--- src/rtl/cpu_pkg.sv ---
`default_nettype none
// ============================================================================
//  Package    : cpu_pkg
//  Description: Shared constants and types for the MIPS core front end. The
//               IF/ID struct is also used by the decode stage.
//  Revision   : 1.0 - initial release
// ============================================================================
package cpu_pkg;

    localparam logic [31:0] NOP_INSTR = 32'h0000_0000;
    localparam logic [31:0] PC_STEP   = 32'd4;

    typedef enum logic [0:0] {
        IF_RUN   = 1'b0,
        IF_FAULT = 1'b1
    } if_state_t;

    typedef struct packed {
        logic        valid;
        logic [31:0] instr;
        logic [31:0] pc;
        logic [31:0] pc_plus4;
    } ifid_t;

endpackage : cpu_pkg
`default_nettype wire

--- src/rtl/ifid_reg.sv ---
`default_nettype none
// ============================================================================
//  Module     : ifid_reg
//  Description: IF/ID pipeline register with load / hold / squash control.
//               A squash clears valid and forces the instruction to a nop;
//               the PC fields hold their last value.
//  Revision   : 1.0 - initial release
// ============================================================================
module ifid_reg
    import cpu_pkg::*;
(
    input  logic  clk,
    input  logic  rst,
    input  logic  load,
    input  logic  squash,
    input  ifid_t d,
    output ifid_t q
);

    // Register update: reset, then squash, then load; otherwise hold.
    always_ff @(posedge clk) begin
        if (rst) begin
            q.valid    <= 1'b0;
            q.instr    <= NOP_INSTR;
            q.pc       <= 32'h0000_0000;
            q.pc_plus4 <= 32'h0000_0000;
        end else if (squash) begin
            q.valid <= 1'b0;
            q.instr <= NOP_INSTR;
        end else if (load) begin
            q <= d;
        end
    end

endmodule : ifid_reg
`default_nettype wire

--- src/rtl/if_stage.sv ---
`default_nettype none
// ============================================================================
//  Module     : if_stage
//  Description: Instruction-fetch stage. Owns the PC, addresses the
//               combinational instruction memory and loads the IF/ID register.
//               Handles decode backpressure and branch/jump redirects.
//               Optional macro IF_MISALIGN_TRAP_EN: a misaligned redirect
//               target traps into a sticky FAULT state (exit by reset only);
//               without it the target's low two bits are cleared.
//  Revision   : 1.0 - initial release
// ============================================================================
module if_stage
    import cpu_pkg::*;
#(
    parameter logic [31:0] RESET_PC = 32'h0000_0000
) (
    input  logic        clk,
    input  logic        rst,
    output logic [31:0] instruction_addr,
    input  logic [31:0] instruction,
    input  logic        redirect_valid,
    input  logic [31:0] redirect_target,
    input  logic        id_ready,
    output logic        id_valid,
    output logic [31:0] id_instr,
    output logic [31:0] id_pc,
    output logic [31:0] id_pc_plus4,
    output logic [31:0] fetch_count,
    output logic        fetch_fault
);

    localparam logic [31:0] ALIGN_MASK = 32'h0000_0003;

    if_state_t   state;
    if_state_t   state_next;
    logic [31:0] pc;
    logic [31:0] pc_next;
    logic        load;
    logic        squash;
    logic        advance;
    ifid_t       ifid_d;
    ifid_t       ifid_q;

    assign advance          = !ifid_q.valid || id_ready;
    assign instruction_addr = pc;

    assign ifid_d.valid    = 1'b1;
    assign ifid_d.instr    = instruction;
    assign ifid_d.pc       = pc;
    assign ifid_d.pc_plus4 = pc + PC_STEP;

    // State and PC registers.
    always_ff @(posedge clk) begin
        if (rst) begin
            state <= IF_RUN;
            pc    <= RESET_PC;
        end else begin
            state <= state_next;
            pc    <= pc_next;
        end
    end

    // Next-state, next-PC and IF/ID control: redirect beats advance beats stall.
    always_comb begin
        state_next = state;
        pc_next    = pc;
        load       = 1'b0;
        squash     = 1'b0;
        case (state)
            IF_RUN: begin
                if (redirect_valid) begin
                    squash = 1'b1;
`ifdef IF_MISALIGN_TRAP_EN
                    if ((redirect_target & ALIGN_MASK) != 32'h0) begin
                        state_next = IF_FAULT;
                    end else begin
                        pc_next = redirect_target;
                    end
`else
                    pc_next = redirect_target & ~ALIGN_MASK;
`endif
                end else if (advance) begin
                    load    = 1'b1;
                    pc_next = pc + PC_STEP;
                end
            end
            IF_FAULT: begin
                squash = 1'b1;
            end
        endcase
    end

    // Count instructions handed to decode; squashed ones are not counted.
    always_ff @(posedge clk) begin
        if (rst) begin
            fetch_count <= 32'h0000_0000;
        end else if (ifid_q.valid && id_ready && !redirect_valid) begin
            fetch_count <= fetch_count + 32'd1;
        end
    end

    ifid_reg u_ifid_reg (
        .clk    (clk),
        .rst    (rst),
        .load   (load),
        .squash (squash),
        .d      (ifid_d),
        .q      (ifid_q)
    );

    assign id_valid    = ifid_q.valid;
    assign id_instr    = ifid_q.instr;
    assign id_pc       = ifid_q.pc;
    assign id_pc_plus4 = ifid_q.pc_plus4;

`ifdef IF_MISALIGN_TRAP_EN
    assign fetch_fault = (state == IF_FAULT);
`else
    assign fetch_fault = 1'b0;
`endif

endmodule : if_stage
`default_nettype wire

--- config.mk ---
export PLATFORM = sky130hd
export DESIGN_NAME = if_stage
export DESIGN_NICKNAME = d
export VERILOG_FILES = /design/src/rtl/cpu_pkg.sv /design/src/rtl/ifid_reg.sv /design/src/rtl/if_stage.sv
export SDC_FILE = /design/constraint.sdc
export NUM_CORES = 1
export LEC_CHECK = 0
export CORE_ASPECT_RATIO = 1.2
export CORE_UTILIZATION = 52
export CTS_BUF_LIST = sky130_fd_sc_hd__clkbuf_8
export CTS_CLUSTER_SIZE = 28
export DETAILED_ROUTE_END_ITERATION = 8
export PLACE_DENSITY = 0.88
export SLEW_MARGIN = 20
export SYNTH_ARGS = -nofsm -noshare
export SYNTH_HDL_FRONTEND = slang
export SYNTH_SLANG_ARGS = --single-unit
--- constraint.sdc ---
create_clock -name clk -period 5.1 [get_ports clk]
set_input_delay 1.02 -clock clk [delete_from_list [all_inputs] [get_ports clk]]
set_output_delay 1.02 -clock clk [all_outputs]
set_load 0.02 [all_outputs]
Word-level counts from Yosys, hierarchy flattened. Cells that the tools add are included.

Add/sub/neg operators: 2. Multiplexer cells: 5. Bitwise gates (word level): 1. Reduce and logical (&&, ||, !) cells: 8.

Operators with widths (number): 32-bit 2-to-1 mux (2); 32-bit by 1-bit adder with 32-bit output (second input constant) (1); 32-bit by 3-bit adder with 32-bit output (second input constant) (1); 1-bit 2-to-1 mux (3); 1-bit logical AND (2); 1-bit zero test (2); 2-bit AND reduction (1); 2-bit nonzero test (1); 2-bit OR reduction (1); 1-bit logical OR (1); 1-bit inverter (1).

Bits in registers: 161. Input port bits: 68. Output and inout port bits: 162. Logic and storage cells: 22.

Longest topological paths before layout. Gate-level depths: netlist of the first run.

Word-level depth: 5. Mapped depth: 8. Gate-level depth less buffers: 5.

Cells and area by module. From an unflattened synthesis of the first run, not the netlist that was laid out.

Cells, all modules: 937. Area total of the unflattened synthesis: 8582.0 sq um.

Modules (own cells, without submodules): ifid_reg (times used 1, cells an instance 400, area an instance 4394.2 sq um, seq. area each 1941.9 sq um); if_stage (times used 1, cells an instance 537, area an instance 4187.8 sq um, seq. area each 1241.2 sq um).

Least setup slack after synthesis of the first run. No wires, ideal clock.

Kind: input port to flip-flop. Start: input redirect_valid. End: register fetch_count[27]. Setup time: 0.070 ns. Data arrival time: 2.430 ns. Required time: 5.030 ns. Slack: 2.600 ns. Cell stages on the path: 7. Buffers on the path: 3. Cells stage by stage: clkbuf_1 -> and3b_1 -> clkbuf_1 -> nand4_1 -> clkbuf_1 -> or4_1 -> a21oi_1.

Word-level cells in the longest chain between the ends: 2.

RTL lines: start: declaration (RTL line if_stage.sv:21) `input logic redirect_valid,`; 1-bit zero test (RTL line if_stage.sv:97) `end else if (ifid_q.valid && id_ready && !redirect_valid) begin`; 1-bit logical AND (RTL line if_stage.sv:97); end signal: assignment (RTL line if_stage.sv:98) `fetch_count <= fetch_count + 32'd1;`; end: declaration (RTL line if_stage.sv:28) `output logic [31:0] fetch_count,`.

Every way passes these cells. A chain may end at the register's enable or synchronous reset.

Worst setup path in the final report of the first run.
Start: input redirect_valid. End: register u_ifid_reg.q[15] in the netlist's numbering.

Word-level cells in the longest chain between the ends: 3. Elaborated cells on any way between the ends: 4. Those cells by class: mux: 2; bitwise: 1; reduce/logical: 1.

RTL lines: 1-bit 2-to-1 mux (RTL line if_stage.sv:71) `if (redirect_valid) begin`; 1-bit inverter (no line); 2-bit AND reduction (no line) *; end: declaration (RTL line ifid_reg.sv:17) `output ifid_t q`.

Mark *: on every way between the ends. The rest lies on a longest branch, timed or not.

==> results.toml, run 1 <==
[floorplanning]
die_w_um = 110
start_util = 0.539
die_y_um = 131
coreArea_sq_um = 13400
io_pins = 230
row_count = 46
die_area_sq_um = 14400

[sta]
hold_slack_ns = 0.456
fin_worst_skew_ns = 0.0108
post-route-min-period_ns = 3.23
setup-violations-final = 0
setup-tns-final_ns = 0
tightest_slew_ns = 1.07
rsz0062_at_grt = "false"
period_share = 0.633
slew_violations = 0
hold_viol_final = 0
timing.fmax_mhz = 310
max_slew_margin = 0.285

[worst_setup_path]
crit_type = "input pin to register"
r2r_cells = 5
critPathCaptureType = "register"
r2r_setup_slack_ns = 2.17
critPathRequiredTime_ns = 5.46
startpoint_type = "input pin"
critPathMaxStageDelay_ns = 0.89
critPathSlowestCell = "clkdlybuf4s50_1"
cp_max_fo = 21
r2r-end = "u_ifid_reg.q[30]$_SDFFE_PP0P_"
crit_chain = "clkdlybuf4s50_1 > buf_4 > inv_1 > nand2_1 > buf_4 > a211oi_1 > nor4_1"
worst_ep_arrival_time_ns = 3.59
reg2reg_from = "instruction_addr[2]$_SDFFE_PP0N_"
cpMostUsedCell = "buf_4"

[yosys]
ys_async_sr_fraction = 0
yosys-top-cells-count = "dfxtp_1 (155), nand2_1 (145), a21oi_1 (84)"
synth-edff-count = 0
synth.avg_cell_area_sq_um = 8.15
synth.most_common_cell = "dfxtp_1"
netlist.area_leader.share = 0.429
syn_inst = 888
yosys_warnings = 0
yosysTopAreaCell = "dfxtp_1"
synth-seq-cells = 155
syn_area_sq_um = 7230
synthDistinctLibCells = 51
synth-seq-area-share = 0.429
synthFlopType = "dfxtp_1"
synth_area_leaders = "dfxtp_1 (43%), nand2_1 (7.5%), a21oi_1 (5.8%)"

[power_and_ir_drop]
switchingPower_mw = 0.754
switching_share = 0.272
p_clk_frac = 0.375
p_leak_nw = 3.18
p_per_area_nw_per_um2 = 289
pwr-share-seq = 0.479
p_int_mw = 2.02
power_frac_comb = 0.145
irDropWorstVdd_mv = 0.207

[clocking]
root_buffer = "clkbuf_8"
cts.clk_slew.worst_paths_ns = 0.08
cts_tree = "yes"
cts_setup_buffers = 0
insertion_delay_ns = 0.45
cts_buffers = 17
max-clock-path-buffers = 2
hold_buffers = 0
htreeDepth = 4
clock-sinks = 155
cts-resized-gates = 0

[global_route]
grt.total_usage = 0.286
grt_pass1_wl_um = 32500
grt_overflow = 0
antenna_found_initial = 0
grt_pass1_vias = 6436
grt_max_degree = 82

[layout]
drive_above_1_share = 0.0531
fillers = 1040
nets = 1092
num_antenna_cells = 0
syn_to_final_growth_pct = 32.6

[min_path]
worst_hold_path.num_cells = 2
hold_path_end = "u_ifid_reg.q[35]$_SDFFE_PP0P_"
hp-class = "register to register"
min-delay-start = "u_ifid_reg.q[35]$_SDFFE_PP0P_"

[drt]
drt_pass1_iterations = 6
initialDrtViolationCount = 734
route.detailed.drc = 0
routed_via_density = 5.87
wl_per_cell_um = 17.1
vias = 7063
detail-route-antenna-nets = 0
wirelength_um = 20600

[placement]
place.gp.congestion = 0.818
port_buffers = 220
dp_hpwl_um = 14100

[status]
outcome = "complete, no violations"

[run]
maxCapViolCount = 0
-- cell type report --
cell class,count,area [sq um],area share
multi-input cells,613,3530,0.368
repair buffers,227,2260,0.236
well taps,168,210,0.0219
inverters,8,30.0,0.00313
flip-flops and latches,155,3100,0.324
clock inverters,13,190,0.0198
clock buffers,19,262,0.0273
-- cells in the final DEF (no fill, tap or decap), types with 9 or more instances in the layout --
cell	netlist	final
a211oi_1	21	21
a21oi_1	84	84
a311oi_1	27	27
and4_1	10	10
clkbuf_8	0	19
clkdlybuf4s50_1	0	219
dfxtp_1	155	155
nand2_1	145	145
nand3_1	22	22
nand4_1	19	19
nor2_1	67	66
nor3_1	11	11
o21ai_0	20	20
o221a_2	9	9
o31ai_1	34	34
or3_1	20	20
or4_1	42	42
xnor2_1	18	18
xor2_1	10	10
-- registers in the layout, indices dropped and copies added (netlist names) --
register and count:
fetch_count 32, u_ifid_reg.q 93, instruction_addr 30
-- metal layers --
layer,routed length (um),GRT usage,part of all wire
met4,401,0.111,0.019
met1,8410,0.343,0.41
met2,10100,0.474,0.49
met3,1680,0.0838,0.081
met5,0,0,0
-- per-stage QoR --
| step | total power, mW | util | std cells | setup slack (ns) | cell area [sq um] |
|---|---|---|---|---|---|
| after global routing | 2.87 | 0.715 | 1203 | 1.69 | 9590 |
| after global placement | 1.75 | 0.682 | 1171 | 1.47 | 9140 |
| after detailed placement | 1.76 | 0.682 | 1171 | 1.45 | 9140 |
| after CTS | 2.79 | 0.715 | 1203 | 1.91 | 9590 |
| after floorplan | 1.58 | - | 894 | 2.60 | 7260 |
| final | 2.77 | 0.715 | 1203 | 1.87 | 9590 |
-- kinds of logic after synthesis --
kind of cell	count (synthesis)	synth area share
AOI/OAI and AO/OA	206	0.189
xor gates and xnor gates	28	0.0339
and+or+nand+nor	370	0.257
DFF	155	0.429
other	1	0.000518
adders and majority gates	2	0.00346
buffers and inverters	126	0.0879
-- critical path, delay by kind of cell --
kind / cells / cell delay [ns]
AOI/OAI and AO/OA: 1 / 0.08
and+or+nand+nor: 2 / 0.87
buffers and inverters: 4 / 1.61
-- how the worst max path moves through the flow --
stage                                     to           start  slack [ns]
2_1_floorplan   fetch_count[27]$_SDFFE_PP0P_  redirect_valid        2.60
3_3_place_gp   u_ifid_reg.q[15]$_SDFFE_PP0P_  redirect_valid        1.47
3_5_place_dp   u_ifid_reg.q[15]$_SDFFE_PP0P_  redirect_valid        1.45
4_1_cts        u_ifid_reg.q[15]$_SDFFE_PP0P_  redirect_valid        1.91
5_1_grt        u_ifid_reg.q[15]$_SDFFE_PP0P_  redirect_valid        1.69
6_report       u_ifid_reg.q[15]$_SDFFE_PP0P_  redirect_valid        1.87
-- power groups by stage --
stage               clock [mW]  sequential (mW)  combinational (mW)
global route              1.10             1.34               0.432
global placement             0             1.35               0.398
finish                    1.04             1.33               0.404
floorplan                    0             1.37               0.203
detailed placement           0             1.36               0.403
CTS                       1.06             1.33               0.405
Power figures use the tool's default switching activity.
==> run 2, diff against run 1 <==
--- a/config.mk
+++ b/config.mk
@@ -6,11 +6,11 @@
 export NUM_CORES = 1
 export LEC_CHECK = 0
 export CORE_ASPECT_RATIO = 1.2
-export CORE_UTILIZATION = 52
+export CORE_UTILIZATION = 44
 export CTS_BUF_LIST = sky130_fd_sc_hd__clkbuf_8
 export CTS_CLUSTER_SIZE = 28
 export DETAILED_ROUTE_END_ITERATION = 8
-export PLACE_DENSITY = 0.88
+export PLACE_DENSITY = 0.8
 export SLEW_MARGIN = 20
 export SYNTH_ARGS = -nofsm -noshare
 export SYNTH_HDL_FRONTEND = slang
==> constraint.sdc (replaced) <==
create_clock -name clk -period 2.85 [get_ports clk]
set_input_delay 0.57 -clock clk [delete_from_list [all_inputs] [get_ports clk]]
set_output_delay 0.57 -clock clk [all_outputs]
set_load 0.02 [all_outputs]
==> run 2 against run 1 <==
Total power grew 66%. Design area rose by 1.2%. Utilization fell by 11 points. Clock-buffer cell count decreased by 2. Sequential power rose by 78%. Global-route usage down 3.5 points. Combinational power up 88%. Sequential share of layout area fell by 0.40 points. Clock skew hardly changed. Setup slack got worse by 1.4 ns.
==> results.toml, run 2 (synthesis gave the netlist of run 1 again) <==
[sta]
max_slew_margin = 0.523
rsz0062_at_grt = "false"
hold_viol_final = 0
slew_violations = 0
timing.fmax_mhz = 419
setup-violations-final = 0
tightest_slew_ns = 0.716
setup-tns-final_ns = 0
period_share = 0.837
fin_worst_skew_ns = 0.0111
post-route-min-period_ns = 2.39

[global_route]
grt_max_degree = 62
grt.total_usage = 0.251
grt_pass1_vias = 6600
antenna_found_initial = 0
grt_pass1_wl_um = 33600
grt_overflow = 0

[floorplanning]
die_y_um = 142
io_pins = 230
start_util = 0.448
die_w_um = 119
coreArea_sq_um = 16100
die_area_sq_um = 17000
row_count = 51

[placement]
place.gp.congestion = 0.814
port_buffers = 220
dpl_cell_area_sq_um = 9360
dp_hpwl_um = 15000

[drt]
drt_pass1_iterations = 5
initialDrtViolationCount = 495
vias = 7179
wirelength_um = 21400
detail-route-antenna-nets = 0
routed_via_density = 5.65
wl_per_cell_um = 16.8
route.detailed.drc = 0

[clocking]
cts_tree = "yes"
cts.clk_slew.worst_paths_ns = 0.08
insertion_delay_ns = 0.46
cts_setup_buffers = 0
root_buffer = "clkbuf_8"
cts_buffers = 17
htreeDepth = 4
max-clock-path-buffers = 2
cts-resized-gates = 0
clock-sinks = 155
hold_buffers = 0

[layout]
final_cell_mix = "clkdlybuf4s50_1 (219), dfxtp_1 (155), nand2_1 (145)"
drive_above_1_share = 0.0718
largest_register_ffs = 93
fillers = 1435
mostFrequentLayoutCell = "clkdlybuf4s50_1"
nets = 1116
num_antenna_cells = 0
final_area_sq_um = 9710
syn_to_final_growth_pct = 34.3
regMostFlops = "u_ifid_reg.q"

[worst_setup_path]
critPathMaxStageDelay_ns = 0.67
crit_chain = "nand4_1 > or3_1 > or4_1 > a311oi_1"
critPathRequiredTime_ns = 3.21
crit_type = "register to register"
critPathCaptureType = "register"
cp_max_fo = 22
critPathSlowestCell = "or3_1"
worst_ep_arrival_time_ns = 2.75
cp.buffers_inverters = 0
startpoint_type = "register"
path_delay_family = "simple AND/OR/NAND/NOR gates"

[status]
outcome = "complete, no violations"

[power_and_ir_drop]
p_int_mw = 3.30
power_frac_comb = 0.164
pwr-share-seq = 0.512
p_per_area_nw_per_um2 = 476
switchingPower_mw = 1.32
p_clk_frac = 0.323
p_leak_nw = 3.26
irDropWorstVdd_mv = 0.270
switching_share = 0.287
total_power_mw = 4.62

[min_path]
hp-class = "register to register"

[run]
maxCapViolCount = 0
==> run 2: changes by cell type in the layout (fill, tap and decap cells not counted), moves of 2 or more <==
| cell | before | now |
|---|---|---|
| inv_1 | 8 | 11 |
| clkbuf_8 | 19 | 17 |
| buf_4 | 7 | 32 |
| bufinv_16 | 4 | 1 |
| inv_6 | 3 | 0 |
| clkinv_2 | 0 | 4 |
==> run 2: final cells by class <==
cell class | count | area (sq um) | share of cell area
Timing Repair Buffer | 251 | 2430 | 0.250
Sequential cell | 155 | 3100 | 0.320
Clock buffer | 17 | 234 | 0.0241
Tap cell | 212 | 265 | 0.0273
Clock inverter | 15 | 114 | 0.0117
Multi-Input combinational cell | 613 | 3530 | 0.364
Inverter | 8 | 30.0 | 0.00309
==> run 2: worst min-delay path: stages, from the launching register on <==
cell	delay, ns
dfxtp_1	0.31
nand2_1	0.05
a21oi_1	0.05
==> run 2: worst paths after layout <==
check                                    startpoint                            end  cells after the start  slack [ns]
hold / removal        u_ifid_reg.q[52]$_SDFFE_PP0P_  u_ifid_reg.q[52]$_SDFFE_PP0P_                      2        0.46
setup / recovery  instruction_addr[17]$_SDFFE_PP0N_  u_ifid_reg.q[31]$_SDFFE_PP0P_                      4        0.46
setup reg to reg  instruction_addr[17]$_SDFFE_PP0N_  u_ifid_reg.q[31]$_SDFFE_PP0P_                      4        0.46
hold reg to reg       u_ifid_reg.q[52]$_SDFFE_PP0P_  u_ifid_reg.q[52]$_SDFFE_PP0P_                      2        0.46
==> run 2: metrics by stage <==
stage	util	setup slack [ns]	instances	hold WS [ns]
floorplan	-	0.735	894	0.478
global route	0.601	0.355	1271	0.473
detailed placement	0.580	0.248	1239	0.444
CTS	0.601	0.496	1271	0.456
finish	0.601	0.463	1271	0.456
global placement	0.580	0.305	1239	0.437
==> run 2: layer usage <==
metal  vias up  track usage  wire [um]
met1      3390        0.292       8590
met3        31       0.0809       1880
met2       273        0.425      10500
met5         -            0          0
met4         0        0.105        460
li1       3485            -          -
==> run 2: power groups by stage <==
stage	Sequential (mW)	Clock, mW	Combinational [mW]
final	2.37	1.49	0.759
after global routing	2.38	1.61	0.816
after CTS	2.36	1.53	0.762
after detailed placement	2.41	0	0.760
after global placement	2.41	0	0.752
after floorplan	2.46	0	0.364
==> run 3, diff against run 2 <==
==> constraint.sdc (replaced) <==
create_clock -name clk -period 2.1 [get_ports clk]
set_input_delay 0.42 -clock clk [delete_from_list [all_inputs] [get_ports clk]]
set_output_delay 0.42 -clock clk [all_outputs]
set_load 0.02 [all_outputs]
==> run 3 against run 2 <==
Sequential share of layout area shrank 1.6 points. Wire length shrank 0.59%. Clock power grew 52%. Register-to-register slack lost 0.36 ns.
==> results.toml, run 3 (synthesis gave the netlist of run 1 again) <==
[status]
outcome = "complete, no violations"

[layout]
syn_to_final_growth_pct = 41.8
final_cell_mix = "clkdlybuf4s50_1 (212), dfxtp_1 (146), nand2_1 (144)"
largest_register_ffs = 93
regMostFlops = "u_ifid_reg.q"
nets = 1167
num_antenna_cells = 0
drive_above_1_share = 0.130
mostFrequentLayoutCell = "clkdlybuf4s50_1"
final_area_sq_um = 10300

[drt]
route.detailed.drc = 0
vias = 7239
detail-route-antenna-nets = 0
initialDrtViolationCount = 479
drt_pass1_iterations = 5
wl_per_cell_um = 16.1
routed_via_density = 5.48
wirelength_um = 21300

[sta]
timing.fmax_mhz = 491
setup-tns-final_ns = 0
slew_violations = 0
rsz0062_at_grt = "false"
post-route-min-period_ns = 2.03
fin_worst_skew_ns = 0.0139
hold_viol_final = 0
period_share = 0.969
setup-violations-final = 0

[worst_setup_path]
cp_max_fo = 7
crit_type = "register to output pin"
worst_ep_arrival_time_ns = 1.61
startpoint_type = "register"
r2r_cells = 6
critPathCaptureType = "output pin"
critPathRequiredTime_ns = 1.68
r2r_setup_slack_ns = 0.10

[global_route]
grt_max_degree = 40
grt.total_usage = 0.252
antenna_found_initial = 0
grt_overflow = 0
grt_pass1_vias = 6853
grt_pass1_wl_um = 33900

[floorplanning]
coreArea_sq_um = 16100
die_w_um = 119
start_util = 0.448
io_pins = 230
die_area_sq_um = 17000
die_y_um = 142
row_count = 51

[clocking]
max-clock-path-buffers = 2
root_buffer = "clkbuf_8"
insertion_delay_ns = 0.45
cts_buffers = 17
clock-sinks = 155
cts_setup_buffers = 0
cts_tree = "yes"
cts.clk_slew.worst_paths_ns = 0.09
hold_buffers = 0
htreeDepth = 4

[placement]
place.gp.congestion = 0.831
dp_hpwl_um = 15500
port_buffers = 220
dpl_cell_area_sq_um = 9820

[power_and_ir_drop]
p_leak_nw = 3.62
p_per_area_nw_per_um2 = 642
irDropWorstVdd_mv = 0.443

[run]
maxCapViolCount = 0

[min_path]
hp-class = "input pin to register"
worst_hold_path.num_cells = 2
-- run 3: cell types whose count changed in the layout (fill, tap and decap cells not counted), sizes merged --
cell	delta
buf	+51
clkdlybuf4s50	-7
dlymetal6s2s	+4
dlygate4sd2	+3
clkinv	-2
bufinv	+1
inv	+1
-- run 3: power breakdown --
group | internal, mW | switching (mW)
Combinational | 0.540 | 0.591
Sequential | 3.08 | 0.101
Clock | 1.08 | 1.19
Total | 4.69 | 1.89
-- run 3: metal layers --
| layer | GRT usage | vias to the layer above | share of wire |
|---|---|---|---|
| met4 | 0.104 | 0 | 0.023 |
| met1 | 0.294 | 3338 | 0.42 |
| met2 | 0.430 | 278 | 0.49 |
| met3 | 0.0729 | 34 | 0.075 |
| met5 | 0 | - | 0 |
| li1 | - | 3589 | - |
-- run 3: timing repair --
action | CTS | global route
setup endpoints to repair | 6 | 23
pin swaps | 0 | 0
gates resized for setup | 7 | 13
-- run 3: worst paths after layout --
| kind | from | to |
|---|---|---|
| worst max register to register | instruction_addr[3]$_SDFFE_PP0N_ | u_ifid_reg.q[24]$_SDFFE_PP0P_ |
| worst max-delay path | instruction_addr[22]$_SDFFE_PP0N_ | instruction_addr[22] |
| worst min register to register | u_ifid_reg.q[66]$_SDFFE_PP0P_ | u_ifid_reg.q[66]$_SDFFE_PP0P_ |
| worst min-delay path | rst | u_ifid_reg.q[60]$_SDFFE_PP0P_ |
-- run 3: critical path, cell delays in order (launching register included) --
cell and delay (ns):
dfxtp_2 0.41, buf_4 0.16, clkdlybuf4s50_1 0.60
-- run 3: through the flow --
step | std cells | utilization | hold slack, ns | total power [mW] | setup slack [ns]
2_1_floorplan | 894 | - | 0.478 | 3.83 | 0.0154
3_3_place_gp | 1290 | 0.608 | 0.437 | 4.36 | -0.204
3_5_place_dp | 1290 | 0.608 | 0.442 | 4.37 | -0.259
4_1_cts | 1322 | 0.633 | 0.321 | 6.64 | 0.000979
5_1_grt | 1322 | 0.635 | 0.324 | 6.87 | 0.000868
6_report | 1322 | 0.635 | 0.360 | 6.58 | 0.0653
-- run 3: final cells by class --
cell class | instances | area [sq um]
Tap cell | 212 | 265
Fill cell | 1389 | 5890
Multi-Input combinational cell | 613 | 3540
Sequential cell | 155 | 3110
Timing Repair Buffer | 302 | 2900
Inverter | 8 | 30.0
Clock buffer | 17 | 234
Clock inverter | 15 | 165
